--- src/rtl/uc_seq.sv ---
// Sequencing control unit for the microc datapath: opcode/z decode into the
// control word, datapath boot reset, HALT, illegal-opcode flag and retire count.
module uc_seq #(
  parameter int BOOT_CYCLES = 2,
  parameter int CNT_W       = 16
) (
  input  logic             clk_i,
  input  logic             reset_i,
  input  logic [5:0]       opcode_i,
  input  logic             z_i,
  output logic             s_abs_o,
  output logic             s_inc_o,
  output logic             s_inm_o,
  output logic             we3_o,
  output logic             wez_o,
  output logic [2:0]       op_o,
  output logic             dp_reset_o,
  output logic             halted_o,
  output logic             illegal_o,
  output logic [CNT_W-1:0] retired_o
);

  // state   | meaning
  // BOOT    | datapath held in reset for BOOT_CYCLES edges
  // RUN     | decoding one instruction per cycle
  // HALT    | PC frozen, no writes, left only through reset
  typedef enum logic [1:0] {
    ST_BOOT = 2'd0,
    ST_RUN  = 2'd1,
    ST_HALT = 2'd2
  } state_e;

  localparam logic [5:0] OPC_HALT  = 6'b111111;
  localparam logic [3:0] BOOT_LAST = 4'(BOOT_CYCLES - 1);

  state_e           state_q, state_d;
  logic [3:0]       boot_cnt_q, boot_cnt_d;
  logic             illegal_q, illegal_d;
  logic [CNT_W-1:0] retired_q, retired_d;
  logic             dec_illegal;

  // Only J/JZ/JNZ/JR are defined in the 10 group; only NOP/HALT in the 11 group.
  assign dec_illegal = ((opcode_i[5:4] == 2'b10) && (opcode_i[3:2] != 2'b00)) ||
                       ((opcode_i[5:4] == 2'b11) && (opcode_i[3:1] != 3'b111));

  always_ff @(posedge clk_i) begin
    if (!reset_i) begin
      state_q    <= ST_BOOT;
      boot_cnt_q <= '0;
      illegal_q  <= 1'b0;
      retired_q  <= '0;
    end else begin
      state_q    <= state_d;
      boot_cnt_q <= boot_cnt_d;
      illegal_q  <= illegal_d;
      retired_q  <= retired_d;
    end
  end

  always_comb begin
    state_d    = state_q;
    boot_cnt_d = boot_cnt_q;
    illegal_d  = illegal_q;
    retired_d  = retired_q;
    case (state_q)
      ST_BOOT: begin
        if (boot_cnt_q == BOOT_LAST) state_d = ST_RUN;
        else                         boot_cnt_d = boot_cnt_q + 4'd1;
      end
      ST_RUN: begin
        if (opcode_i == OPC_HALT) state_d = ST_HALT;
        if (dec_illegal)          illegal_d = 1'b1;
        if (retired_q != '1)      retired_d = retired_q + CNT_W'(1);
      end
      ST_HALT: ;
      default: state_d = ST_BOOT;
    endcase
  end

  always_comb begin
    s_abs_o    = 1'b0;
    s_inc_o    = 1'b1;
    s_inm_o    = 1'b0;
    we3_o      = 1'b0;
    wez_o      = 1'b0;
    op_o       = 3'b000;
    dp_reset_o = 1'b0;
    halted_o   = 1'b0;
    if (!reset_i) begin
      dp_reset_o = 1'b1;
    end else begin
      case (state_q)
        ST_RUN: begin
          case (opcode_i[5:4])
            2'b00: begin
              op_o  = opcode_i[2:0];
              we3_o = 1'b1;
              wez_o = 1'b1;
            end
            2'b01: begin
              s_inm_o = 1'b1;
              we3_o   = 1'b1;
            end
            2'b10: begin
              case (opcode_i[3:0])
                4'b0000: begin s_abs_o = 1'b1; s_inc_o = 1'b0;  end
                4'b0001: begin s_abs_o = 1'b1; s_inc_o = ~z_i;  end
                4'b0010: begin s_abs_o = 1'b1; s_inc_o = z_i;   end
                4'b0011: s_inc_o = 1'b0;
                default: ;
              endcase
            end
            default: begin
              if (opcode_i == OPC_HALT) s_inc_o = 1'b0;
            end
          endcase
        end
        ST_HALT: begin
          s_inc_o  = 1'b0;
          halted_o = 1'b1;
        end
        default: dp_reset_o = 1'b1;
      endcase
    end
  end

  assign illegal_o = illegal_q;
  assign retired_o = retired_q;

endmodule

--- config.mk ---
export PLATFORM = sky130hd
export DESIGN_NAME = uc_seq
export DESIGN_NICKNAME = d
export VERILOG_FILES = /design/src/rtl/uc_seq.sv
export SDC_FILE = /design/constraint.sdc
export NUM_CORES = 1
export LEC_CHECK = 0
export ABC_CLOCK_PERIOD_IN_PS = 3780
export BUFFER_PORTS_ARGS = -buffer_cell sky130_fd_sc_hd__buf_2
export CORE_ASPECT_RATIO = 1.2
export CORE_MARGIN = 2
export CORE_UTILIZATION = 55
export DETAILED_ROUTE_END_ITERATION = 12
export PLACE_DENSITY_LB_ADDON = 0.08
export SYNTH_ARGS = -nofsm -noshare
export SYNTH_HDL_FRONTEND = slang
export SYNTH_SLANG_ARGS = --single-unit
--- constraint.sdc ---
create_clock -name clk_i -period 3.78 [get_ports clk_i]
set_input_delay 1.134 -clock clk_i [delete_from_list [all_inputs] [get_ports clk_i]]
set_output_delay 1.134 -clock clk_i [all_outputs]
set_load 0.02 [all_outputs]
==> reports/results.txt <==
status: finished, final reports clean
I/O pin count: 36
count leader, synth: dfxtp_1
syn_nets: 170
Vias/cell: 5.67
final setup fails: 0
sequential share of the synthesized area: 36.0%
mapped cell area: 1280 sq um
clock buffer depth: 2
cell family with most CP delay: compound AO/OA/AOI/OAI gates
Worst path slowest cell: o311ai_0
initial antenna violation count: 0
Post-synth top cells: dfxtp_1 (23), nand2_1 (15), nor2_1 (14)
die width: 48.0 um
crit share post-route: 89.5%
max_slew headroom: 56.5%
synth top area cells: dfxtp_1 (36%), ha_1 (5.9%), nand2_1 (4.4%), nor2_1 (4.1%), and2_1 (3.4%)
CP required: 2.65 ns
Starting Density: 56.6%
Pre-antenna DRT Iters: 4
crit path cell chain: buf_2, nor3_1, nand2_1, o311ai_0, o211ai_1, buf_2
area of the multi-input gates: 777 sq um
EDFF count, synth: 0
htree depth: 1
Hold Vio Cnt, Final: 0
max incr delay on CP: 0.36 ns
Max Slew Vio Count: 0
clk sink count: 23
first-pass GRT wire length: 4490 um
Critical Path Start Type: primary input
Clock Pin Slew Worst Setup and Hold Paths: 0.12 ns
WP data arrival: 2.25 ns
largest net degree at the start of global routing: 18
CP max FO: 4
crit path capture type: primary output
minimum clock period: 3.38 ns
RSZ-0062 raised after global routing: false
layout net count: 207
CP most frequent cell: buf_2
Setup TNS Final: 0 ns
vias in the first global route: 1,118
Port Buf Inserts: 35
hpwl dp: 2100 um
static leakage: 0.650 nW
Synth Flop Type: dfxtp_1
Yosys cell types: 37
Hold Crit Class: register to register
Worst-Skew Late Latency: 0.31 ns
CTS tree: yes
fin util: 67.0%
Post-CTS Resized: 0
Least-Margin Pin Slew: 0.644 ns
Max-Cap Viols: 0
Syn Area/Cell: 8.25 sq um
Layout area overhead: 18.3%
DRT iter0 DRCs: 11
kind of critical path: primary input to primary output
die height: 56.8 um
worst path buffer plus inverter count: 2
WL final: 2770 um
Fillers: 221
Syn Inst Count: 155
ant diodes: 0
site row count: 19
GR Overflow Total: 0
WL/cell: 12.5 um
ratio of cells with drive above 1 in the final layout: 22.0%
total core area: 2260 sq um
DR DRC count: 0
antenna viol nets, final: 0
Root Buffer: clkbuf_4
Yosys reg bits: 23
sequential cell area: 460 sq um
Clock Skews: 0.00722 ns
GRT Util Overall: 22.4%
Max Fclk: 296 MHz
FFs w/ async S/R, synth: 0%
CTS buffer count: 3
largest area contributor in the netlist: dfxtp_1
die footprint: 2730 sq um
share of the synthesized area in the top cell type: 36.0%
# Post-CTS Setup Buffers: 0
Placer Congestion: 0.759
Via Count: 1,259
# hold bufs at CTS: 0
Pwr Density: 383 nW/um^2
Yosys Warn Count: 0
peak supply drop: 0.329 mV
-- state kept, by name (all words and copies together) (netlist names) --
signal,count
illegal_o,1
boot_cnt_q,4
state_q,2
retired_o,16
-- cells by family (layout without fill, tap and decap cells) --
family,count (synthesis),count (layout),synth area share [%]
AND/OR/NAND/NOR,74,74,32.0
AO/OA/AOI/OAI,34,34,17.8
flip-flops,23,23,36.0
buffers and inverters,11,47,3.23
adder cells (fa/ha/maj),6,6,5.87
XOR/XNOR,4,4,2.74
multiplexers,3,3,2.35
-- power breakdown --
part           switching (mW)  internal (mW)  total (mW)  leakage [nW]
clock network          0.0746         0.0395       0.114        0.0177
logic                   0.109         0.0683       0.177         0.446
registers              0.0221          0.266       0.288         0.186
-- placed cells by master, fill, tap and decap left out, drive strengths merged, types with 2 or more instances in the layout --
cell type	synthesis	final
a211oi	4	4
nor2	14	14
xor2	3	3
mux2i	3	3
inv	7	7
buf	0	36
nand3b	2	2
nand4	5	5
o31ai	3	3
and2	7	7
o21ai	7	7
and4	2	2
o211ai	3	3
o41ai	2	2
nand2	15	15
or3	2	2
clkbuf	4	3
nand2b	3	3
nand3	8	8
a31oi	3	3
nor3	6	6
a21oi	7	7
ha	6	6
or4	3	3
nor4	3	3
dfxtp	23	23
-- through the flow --
step	hold slack, ns	std cells	power (mW)	setup WS [ns]	instance area (sq um)
floorplan	0.471	155	0.422	0.270	1280
global placement	0.447	218	0.462	0.428	1490
detailed placement	0.460	218	0.470	0.386	1490
CTS	0.489	222	0.582	0.386	1510
global route	0.517	222	0.618	0.274	1510
finish	0.483	222	0.579	0.398	1510
-- per-layer routing --
metal	GRT usage [%]	vias up	part of all wire, %	wire length [um]
met5	0	-	0	0
met4	11.2	0	1.7	48
met3	2.89	4	3.4	94
met2	38.3	27	51	1410
met1	25.4	584	44	1220
li1	-	644	-	-
-- final timing paths --
path                                              start                          to  slack, ns  cells past startpoint
worst min-delay path             illegal_o$_SDFFE_PN0P_      illegal_o$_SDFFE_PN0P_       0.48                      2
worst min register to register   illegal_o$_SDFFE_PN0P_      illegal_o$_SDFFE_PN0P_       0.48                      2
worst max register to register  state_q[1]$_SDFFE_PN0P_  retired_o[13]$_SDFFE_PN0P_       1.62                      6
worst max-delay path                        opcode_i[4]                     s_inc_o       0.40                      6
-- worst register-to-register path, stage by stage, from the launching register on --
cell and delay [ns]:
dfxtp_1 0.34, inv_1 0.09, ha_1 0.40, nand3_1 0.25, or4_4 0.49, or4_1 0.41
a21oi_1 0.14
-- area by class of cell --
cell class	instances	area share (%)
clock buffers	3	1.49
clock inverters	1	0.331
inverters	7	1.74
multi-input cells	121	51.4
flip-flops and latches	23	30.4
well taps	31	2.56
repair buffers	36	12.1
No activity file was read; power rests on OpenSTA's default activity.
